### config.mk
export PLATFORM = sky130hd
export DESIGN_NAME = exec_seq_ctrl
export DESIGN_NICKNAME = d
export VERILOG_FILES = /design/src/rtl/exec_seq_ctrl_pkg.sv /design/src/rtl/exec_seq_ctrl_handshake.sv /design/src/rtl/exec_seq_ctrl.sv
export SDC_FILE = /design/constraint.sdc
export NUM_CORES = 1
export LEC_CHECK = 0
export CAP_MARGIN = 20
export CORE_MARGIN = 2
export CORE_UTILIZATION = 40
export CTS_BUF_LIST = sky130_fd_sc_hd__clkbuf_2 sky130_fd_sc_hd__clkbuf_4 sky130_fd_sc_hd__clkbuf_8
export DETAILED_ROUTE_END_ITERATION = 6
export PLACE_DENSITY = 0.82
export REMOVE_ABC_BUFFERS = 1
export SYNTH_ARGS = -nofsm -noshare
export SYNTH_HDL_FRONTEND = slang
export SYNTH_SLANG_ARGS = --single-unit
### constraint.sdc
create_clock -name clk -period 4.1 [get_ports clk]
set_input_delay 0.615 -clock clk [delete_from_list [all_inputs] [get_ports clk]]
set_output_delay 0.615 -clock clk [all_outputs]
set_load 0.02 [all_outputs]
### src/rtl/exec_seq_ctrl_pkg.sv
// Shared definitions for the sequencer, the execute unit and the bench:
// opcode constants, FSM state encoding and opcode classification.
package exec_seq_ctrl_pkg;

    localparam int unsigned XLEN    = 32;
    localparam int unsigned OPC_W   = 7;
    localparam int unsigned STATE_W = 3;
    localparam int unsigned WAIT_W  = 2;

    localparam logic [OPC_W-1:0] OPC_R      = 7'b0110011;
    localparam logic [OPC_W-1:0] OPC_I      = 7'b0010011;
    localparam logic [OPC_W-1:0] OPC_LOAD   = 7'b0000011;
    localparam logic [OPC_W-1:0] OPC_STORE  = 7'b0100011;
    localparam logic [OPC_W-1:0] OPC_BRANCH = 7'b1100011;
    localparam logic [OPC_W-1:0] OPC_JAL    = 7'b1101111;
    localparam logic [OPC_W-1:0] OPC_JALR   = 7'b1100111;

    typedef enum logic [STATE_W-1:0] {
        ST_FETCH  = 3'd0,
        ST_DECODE = 3'd1,
        ST_EXEC   = 3'd2,
        ST_MEM    = 3'd3,
        ST_WB     = 3'd4,
        ST_TRAP   = 3'd5
    } state_e;

    // Post-EXEC routing class of an instruction
    typedef enum logic [2:0] {
        CLS_ALU     = 3'd0,
        CLS_LOAD    = 3'd1,
        CLS_STORE   = 3'd2,
        CLS_BRANCH  = 3'd3,
        CLS_UNKNOWN = 3'd4
    } op_class_e;

    function automatic op_class_e classify(input logic [OPC_W-1:0] opc);
        op_class_e cls;
        cls = CLS_UNKNOWN;
        case (opc)
            OPC_R, OPC_I, OPC_JAL, OPC_JALR: cls = CLS_ALU;
            OPC_LOAD:                        cls = CLS_LOAD;
            OPC_STORE:                       cls = CLS_STORE;
            OPC_BRANCH:                      cls = CLS_BRANCH;
            default:                         cls = CLS_UNKNOWN;
        endcase
        return cls;
    endfunction

endpackage

### src/rtl/exec_seq_ctrl_handshake.sv
// Request-hold / ack-capture helper shared by the instruction and data ports.
// The request is a registered level; an ack only counts while it is raised.
module exec_seq_handshake (
    input  logic clk,
    input  logic rst,
    input  logic req_next,
    input  logic ack,
    output logic req,
    output logic done_c
);

    always_ff @(posedge clk or posedge rst) begin
        if (rst) begin
            req <= 1'b0;
        end else begin
            req <= req_next;
        end
    end

    // Stray acks with no request outstanding are dropped here
    assign done_c = req & ack;

endmodule

### src/rtl/exec_seq_ctrl.sv
// Multi-cycle FETCH/DECODE/EXEC/MEM/WB sequencer for a simple RV32-style core.
// Build option: EXEC_SEQ_MISALIGN_TRAP_EN adds a TRAP state for misaligned next-PC.
module exec_seq_ctrl
    import exec_seq_ctrl_pkg::*;
#(
    parameter logic [31:0] RESET_PC  = 32'h0000_0000,
    parameter int unsigned EXEC_WAIT = 0
) (
    input  logic        clk,
    input  logic        rst,
    output logic        imem_req,
    output logic [31:0] imem_addr,
    input  logic        imem_ack,
    input  logic [31:0] imem_rdata,
    output logic        dmem_req,
    output logic        dmem_we,
    input  logic        dmem_ack,
    output logic [31:0] ir,
    output logic [31:0] pc,
    input  logic [31:0] ex_next_pc,
    output logic        rf_we,
    output logic [2:0]  state,
    output logic [31:0] retired
);

    localparam logic [WAIT_W-1:0] EXEC_LAST = WAIT_W'(EXEC_WAIT);
    localparam logic [XLEN-1:0]   ALIGN_MASK = ~XLEN'(3);

    state_e            state_q;
    state_e            state_d;
    logic [XLEN-1:0]   pc_q;
    logic [XLEN-1:0]   pc_d;
    logic [XLEN-1:0]   ir_q;
    logic [XLEN-1:0]   retired_q;
    logic [XLEN-1:0]   npc_q;
    logic [XLEN-1:0]   tgt_c;
    logic [WAIT_W-1:0] wait_q;
    logic [WAIT_W-1:0] wait_d;
    logic              dmem_we_q;
    logic              dmem_we_d;
    logic              rf_we_q;
    logic              rf_we_d;
    logic              imem_req_d;
    logic              dmem_req_d;
    logic              imem_done_c;
    logic              dmem_done_c;
    logic              exec_last_c;
    logic              retire_c;
    logic              commit_c;
    op_class_e         cls_c;

    assign cls_c = classify(ir_q[OPC_W-1:0]);

    exec_seq_handshake u_imem_hs (
        .clk      (clk),
        .rst      (rst),
        .req_next (imem_req_d),
        .ack      (imem_ack),
        .req      (imem_req),
        .done_c   (imem_done_c)
    );

    exec_seq_handshake u_dmem_hs (
        .clk      (clk),
        .rst      (rst),
        .req_next (dmem_req_d),
        .ack      (dmem_ack),
        .req      (dmem_req),
        .done_c   (dmem_done_c)
    );

    // Branch and unknown opcodes retire straight out of EXEC, so they use the live value
    always_comb begin
        tgt_c = npc_q;
        if (cls_c == CLS_UNKNOWN) begin
            tgt_c = pc_q + XLEN'(4);
        end else if (state_q == ST_EXEC) begin
            tgt_c = ex_next_pc;
        end
    end

    // Next-state and registered-output decode
    always_comb begin
        state_d     = state_q;
        wait_d      = '0;
        exec_last_c = 1'b0;
        retire_c    = 1'b0;
        commit_c    = 1'b0;
        pc_d        = tgt_c & ALIGN_MASK;

        case (state_q)
            ST_FETCH: begin
                if (imem_done_c) begin
                    state_d = ST_DECODE;
                end
            end
            ST_DECODE: begin
                state_d = ST_EXEC;
            end
            ST_EXEC: begin
                if (wait_q == EXEC_LAST) begin
                    exec_last_c = 1'b1;
                    case (cls_c)
                        CLS_ALU:             state_d = ST_WB;
                        CLS_LOAD, CLS_STORE: state_d = ST_MEM;
                        default:             retire_c = 1'b1;
                    endcase
                end else begin
                    wait_d = WAIT_W'(wait_q + WAIT_W'(1));
                end
            end
            ST_MEM: begin
                if (dmem_done_c) begin
                    if (cls_c == CLS_LOAD) begin
                        state_d = ST_WB;
                    end else begin
                        retire_c = 1'b1;
                    end
                end
            end
            ST_WB: begin
                retire_c = 1'b1;
            end
            ST_TRAP: begin
                state_d = ST_TRAP;
            end
            default: begin
                state_d = ST_FETCH;
            end
        endcase

        if (retire_c) begin
`ifdef EXEC_SEQ_MISALIGN_TRAP_EN
            if (tgt_c[1:0] != 2'b00) begin
                state_d = ST_TRAP;
            end else begin
                state_d  = ST_FETCH;
                commit_c = 1'b1;
            end
`else
            state_d  = ST_FETCH;
            commit_c = 1'b1;
`endif
        end

        imem_req_d = (state_d == ST_FETCH);
        dmem_req_d = (state_d == ST_MEM);
        dmem_we_d  = (state_d == ST_MEM) && (cls_c == CLS_STORE);
        rf_we_d    = (state_d == ST_WB);
    end

    always_ff @(posedge clk or posedge rst) begin
        if (rst) begin
            state_q   <= ST_FETCH;
            pc_q      <= RESET_PC;
            ir_q      <= '0;
            retired_q <= '0;
            npc_q     <= '0;
            wait_q    <= '0;
            dmem_we_q <= 1'b0;
            rf_we_q   <= 1'b0;
        end else begin
            state_q   <= state_d;
            wait_q    <= wait_d;
            dmem_we_q <= dmem_we_d;
            rf_we_q   <= rf_we_d;
            if ((state_q == ST_FETCH) && imem_done_c) begin
                ir_q <= imem_rdata;
            end
            if (exec_last_c) begin
                npc_q <= ex_next_pc;
            end
            if (commit_c) begin
                pc_q      <= pc_d;
                retired_q <= retired_q + XLEN'(1);
            end
        end
    end

    assign imem_addr = pc_q;
    assign pc        = pc_q;
    assign ir        = ir_q;
    assign retired   = retired_q;
    assign dmem_we   = dmem_we_q;
    assign rf_we     = rf_we_q;
    assign state     = state_q;

endmodule

==> flow_summary.ini, run 1 <==
[status]
status = complete, no violations

[setup_path]
critPathLaunchType = flop
r2r_start = ir[2]
r2r_end = dmem_we
crit_fanout = 14
endpoint_kind = flop
cp-startpoint = ir[2]
crit_type = reg -> reg
cp-endpoint = dmem_we
r2r_setup_slack_ps = 1210
cp.required_ps = 4440
crit_arrival_ps = 3220
worst_r2r_path_depth = 6

[yosys]
yosysMostFrequentCell = nand2_1
synth_ff_type = dfrtp_1
yosysSeqAreaShare_pct = 48.01
yosys.area.top_type = dfrtp_1
synth_top_area_share_pct = 48.01
synthTopCellsByArea = dfrtp_1 (48%), nand2_1 (9.8%), mux2_2 (5.7%)
synth_common_cells = nand2_1 (181), dfrtp_1 (133), nand3_1 (43)
ys_seq_elements = 133
avgSynthCellArea_sq_um = 9.219
synthCells = 752
synthArstFlopShare_pct = 100.0
synth_edf_count = 0
synthesis.area_sq_um = 6933
synth_cell_type_count = 57
yosysWarnings = 0

[worst_hold_path]
holdCritPathClass = reg -> reg

[layout]
seq_area_sq_um = 3328
drive_gt1_share_pct = 9.978
nFillCells = 1539
diodes = 0
multi_input_area_sq_um = 3159
final_area_sq_um = 9303
syn_to_final_growth_pct = 34.18
final_nets = 972
finalNonFillerCells = 1137

[die]
start_util_pct = 40.50
die_w_microns = 135.7
io-pin-count = 203
dieHeight_microns = 135.7
dieArea_sq_um = 18400
rows = 48
core-area_sq_um = 17120

[cts]
clock_latency_ps = 450
htree_levels = 4
cts_tree = yes
post_cts_buffers = 0
cts.sinks = 133
numCtsBuffers = 17
cts-resized-gates = 0
clk_pin_slew_worst_paths_ps = 80
cts_hold_buf = 0
cts_root_buf = clkbuf_8
ctsLongestPathBuffers = 2

[global_route]
grt_pass1_vias = 6102
grt_max_degree = 74
antenna_found_initial = 0
grt.total_usage_pct = 21.35
grt_pass1_wl_microns = 31110
grt_overflow_total = 0

[drt]
wl_met2_microns = 8988
viasPerCell = 5.526
routedWlPerCell_microns = 16.91
drc = 0
routed.top_layer = met4
wl_met3_microns = 1432
drtIter0Drc = 560
vias = 6283
ant_nets = 0
firstDrtPassIters = 4
drt_wl_total_microns = 19220
drt-met1-wl_microns = 8543

[timing]
slew-limit-headroom_pct = 36.32
setup-violations-final = 0
tns_ps = 0
final-hold-violation-count = 0
period_minus_slack_ps = 2886
finClkSkew_ps = 11.98
slew_viol_final = 0
grt_setup_unrepaired = false
fmax_mhz = 346.5
post-route-period-util_pct = 70.39
worst-slew-pin-transition_ps = 955.2

[pwr]
powerDensity_nw_per_um2 = 755.1
p_leak_nw = 3.995
p_total_mw = 7.024
peakVddDrop_v = 0.0005023

[placed_design]
io_buffers = 196
gp_congestion = 0.8333
dpl_cell_area_sq_um = 8877
dp_hpwl_microns = 12890
place_inst = 1106

[flow_run]
cap_violations = 0
## report_power, final
part / switching (mW) / internal (mW)
Sequential: 0.518 / 1.81
Clock: 0.517 / 0.691
Combinational: 1.93 / 1.56
## state kept, by name (all words and copies together) (netlist names)
register / count
u_dmem_hs.req: 1
dmem_we: 1
imem_addr: 30
state: 3
ir: 32
wait_q: 2
retired: 32
npc_q: 30
rf_we: 1
u_imem_hs.req: 1
## area by class of cell
class	instances	area share, %
Sequential cell	133	35.78
Multi-Input combinational cell	530	33.96
Timing Repair Buffer	209	22.27
Tap cell	225	3.026
Clock buffer	21	2.905
Clock inverter	10	1.668
Inverter	9	0.3900
## per-layer routing
layer / vias up / track usage [%]
li1: 2907 / -
met5: - / 0
met1: 3073 / 29.87
met2: 277 / 32.46
met3: 26 / 5.200
met4: 0 / 7.292
## how the worst min path moves through the flow
stage,from,to,slack (ps),depth (start not counted)
floorplan,npc_q[29],npc_q[29],440,2
global placement,npc_q[31],npc_q[31],460,2
detailed placement,retired[31],retired[31],460,1
CTS,npc_q[24],npc_q[24],480,2
global route,npc_q[27],npc_q[27],490,2
finish,npc_q[24],npc_q[24],480,2
## through the flow
step / util, % / setup WS [ps] / hold slack [ps]
6_report: 54.35 / 1214 / 475.3
5_1_grt: 54.35 / 980.3 / 493.5
2_1_floorplan: - / -292.1 / 441.7
3_3_place_gp: 51.86 / 1111 / 455.4
4_1_cts: 54.35 / 1201 / 479.3
3_5_place_dp: 51.86 / 1100 / 459.9
## logic make-up (layout without fill, tap and decap cells)
kind of cell             count (synthesis)  after routing  share of synthesized area, %
AND/OR/NAND/NOR                        332            332                         22.27
other                                    1              4                       0.05409
adder cells (fa/ha/maj)                  4              4                        0.7219
multiplexers                            37             37                         5.974
buffers and inverters                   92            249                         7.038
flip-flops                             133            133                         48.01
XOR/XNOR                                30             30                         3.790
AO/OA/AOI/OAI                          123            123                         12.15
## cell usage in the layout, fill, tap and decap left out, drive strengths merged, types with 4 or more instances in the layout
| cell type | count |
|---|---|
| clkdlybuf4s50 | 196 |
| nand2 | 181 |
| dfrtp | 133 |
| nand3 | 43 |
| mux2 | 35 |
| a21oi | 25 |
| xor2 | 25 |
| o21ai | 24 |
| nor3 | 22 |
| clkbuf | 21 |
| nor4 | 19 |
| nor2 | 18 |
| a31oi | 18 |
| nand4 | 14 |
| buf | 13 |
| o31ai | 11 |
| and3 | 10 |
| inv | 9 |
| o41ai | 7 |
| and2 | 5 |
| o211ai | 5 |
| xnor2 | 5 |
| a2bb2oi | 5 |
| a211oi | 5 |
| nor4b | 4 |
| o22a | 4 |
| ha | 4 |
| conb | 4 |
| bufinv | 4 |
| clkinv | 4 |
## critical path, cell delays in order (launching register included)
cell and delay [ps]:
dfrtp_1 440, nor3_1 600, o21bai_1 260, a211oi_4 680, buf_4 330, o211ai_1 160, nor4_1 300
(Power assumes the default switching activity.)
==> run 2: changes to the inputs <==
--- a/config.mk
+++ b/config.mk
@@ -10,7 +10,7 @@
 export CORE_UTILIZATION = 40
 export CTS_BUF_LIST = sky130_fd_sc_hd__clkbuf_2 sky130_fd_sc_hd__clkbuf_4 sky130_fd_sc_hd__clkbuf_8
 export DETAILED_ROUTE_END_ITERATION = 6
-export PLACE_DENSITY = 0.82
+export PLACE_DENSITY = 0.79
 export REMOVE_ABC_BUFFERS = 1
 export SYNTH_ARGS = -nofsm -noshare
 export SYNTH_HDL_FRONTEND = slang
==> constraint.sdc (replaced) <==
create_clock -name clk -period 2.7 [get_ports clk]
set_input_delay 0.405 -clock clk [delete_from_list [all_inputs] [get_ports clk]]
set_output_delay 0.405 -clock clk [all_outputs]
set_load 0.02 [all_outputs]
==> flow_summary.ini, run 2 (synthesis results as in run 1) <==
[worst_hold_path]
holdCritPathClass = in -> async

[setup_path]
crit_type = reg -> reg
crit_arrival_ps = 2700
cp.buffers_inverters = 1
r2r_setup_slack_ps = 330
slowest_stage = or4_1
cp.required_ps = 3030
cpPeakStageDelay_ps = 620
critPathLaunchType = flop
crit_fanout = 9
endpoint_kind = flop
crit_family = simple AND/OR/NAND/NOR gates
path_cells = nand4_2 -> or4_1 -> buf_4 -> or3_4 -> o31ai_1 -> a22oi_1

[cts]
cts_root_buf = clkbuf_8
clk_pin_slew_worst_paths_ps = 80
clock_latency_ps = 450
cts.sinks = 133
cts_hold_buf = 0
ctsLongestPathBuffers = 2
numCtsBuffers = 17
cts_tree = yes
post_cts_buffers = 0
htree_levels = 4
cts-resized-gates = 0

[global_route]
grt_max_degree = 52
antenna_found_initial = 0
grt.total_usage_pct = 21.17
grt_overflow_total = 0
grt_pass1_vias = 5986
grt_pass1_wl_microns = 30970

[layout]
fin_util_pct = 55.08
final_nets = 987
diodes = 0
drive_gt1_share_pct = 11.53
final_cell_mix = clkdlybuf4s50_1 (196), nand2_1 (181), dfrtp_1 (133), nand3_1 (43), mux2_2 (35)
final_common_cell = clkdlybuf4s50_1
finalNonFillerCells = 1153
syn_to_final_growth_pct = 35.99
final_area_sq_um = 9428

[die]
dieArea_sq_um = 18400
die_w_microns = 135.7
core-area_sq_um = 17120
io-pin-count = 203
start_util_pct = 40.50
dieHeight_microns = 135.7
rows = 48

[placed_design]
dpl_worst_slack_ps = 309.7
gp_congestion = 0.8247
place_inst = 1121
io_buffers = 196
dpl_cell_area_sq_um = 9030
dp_hpwl_microns = 13210

[drt]
drc = 0
vias = 6249
drtIter0Drc = 599
viasPerCell = 5.420
ant_nets = 0
drt_wl_total_microns = 19220
firstDrtPassIters = 5
routedWlPerCell_microns = 16.67

[pwr]
p_comb_share_pct = 51.2
p_int_mw = 6.056
seqPwrFrac_pct = 32.9
peakVddDrop_v = 0.0006446
sw_frac_of_total_pct = 43.10
pwr-share-clk_pct = 15.9
p_sw_mw = 4.587
p_leak_nw = 4.059
powerDensity_nw_per_um2 = 1129

[timing]
worst-slew-pin-transition_ps = 613.0
final-hold-violation-count = 0
finClkSkew_ps = 13.32
period_minus_slack_ps = 2369
post-route-period-util_pct = 87.73
slew-limit-headroom_pct = 58.56
grt_setup_unrepaired = false
fin_hold_ws_ps = 351.0
setup-violations-final = 0
slew_viol_final = 0
fmax_mhz = 422.2
layout_setup_ws_ps = 331.3

[flow_run]
cap_violations = 0

[status]
status = complete, no violations
==> run 2: cell types whose count changed in the layout (fill, tap and decap cells not counted) <==
cell	delta
buf_4	+12
inv_6	+5
buf_12	+3
clkbuf_4	-3
bufinv_16	-2
clkinv_4	+2
clkinv_2	-1
clkinvlp_4	+1
inv_4	-1
==> run 2: worst register-to-register path, stage by stage (launching register included) <==
cell	delay (ps)
dfrtp_1	500
nand4_2	150
or4_1	620
buf_4	210
or3_4	400
o31ai_1	250
a22oi_1	130
==> run 2: final timing paths <==
kind / start / to / depth (start not counted)
worst min register to register: retired[31] / retired[31] / 1
worst min-delay path: rst / ir[21] / 2
worst max register to register: imem_addr[10] / imem_addr[30] / 6
worst max-delay path: imem_addr[10] / imem_addr[30] / 6
min in group clk: retired[31] / retired[31] / 1
max in group asynchronous: rst / retired[9] / 3
==> run 2: stage by stage <==
step	TNS, ps	power [mW]
final	0	10.64
after global routing	0	11.31
after CTS	0	10.71
after detailed placement	0	8.978
after global placement	0	8.865
after floorplan	-249390	6.316
==> run 2: power groups by stage <==
stage | registers, mW | clock network [mW] | logic (mW)
2_1_floorplan | 4.28 | 0 | 2.03
3_3_place_gp | 3.49 | 0 | 5.38
3_5_place_dp | 3.53 | 0 | 5.45
4_1_cts | 3.49 | 1.74 | 5.48
5_1_grt | 3.61 | 1.82 | 5.88
6_report | 3.50 | 1.70 | 5.45
==> run 2: cell type report <==
class                           count  area (sq um)
Clock buffer                       18         247.7
Timing Repair Buffer              224          2222
Tap cell                          225         281.5
Fill cell                        1535          7689
Multi-Input combinational cell    530          3159
Clock inverter                     14         150.1
Inverter                            9         38.79
Sequential cell                   133          3328
==> run 2: metal layers <==
metal  routed length [microns]  track usage, %  up-vias
li1                          -               -     2943
met1                      8665           29.05     3016
met2                      9049           33.53      269
met3                      1312           4.863       21
met4                       197           6.250        0
met5                         0               0        -
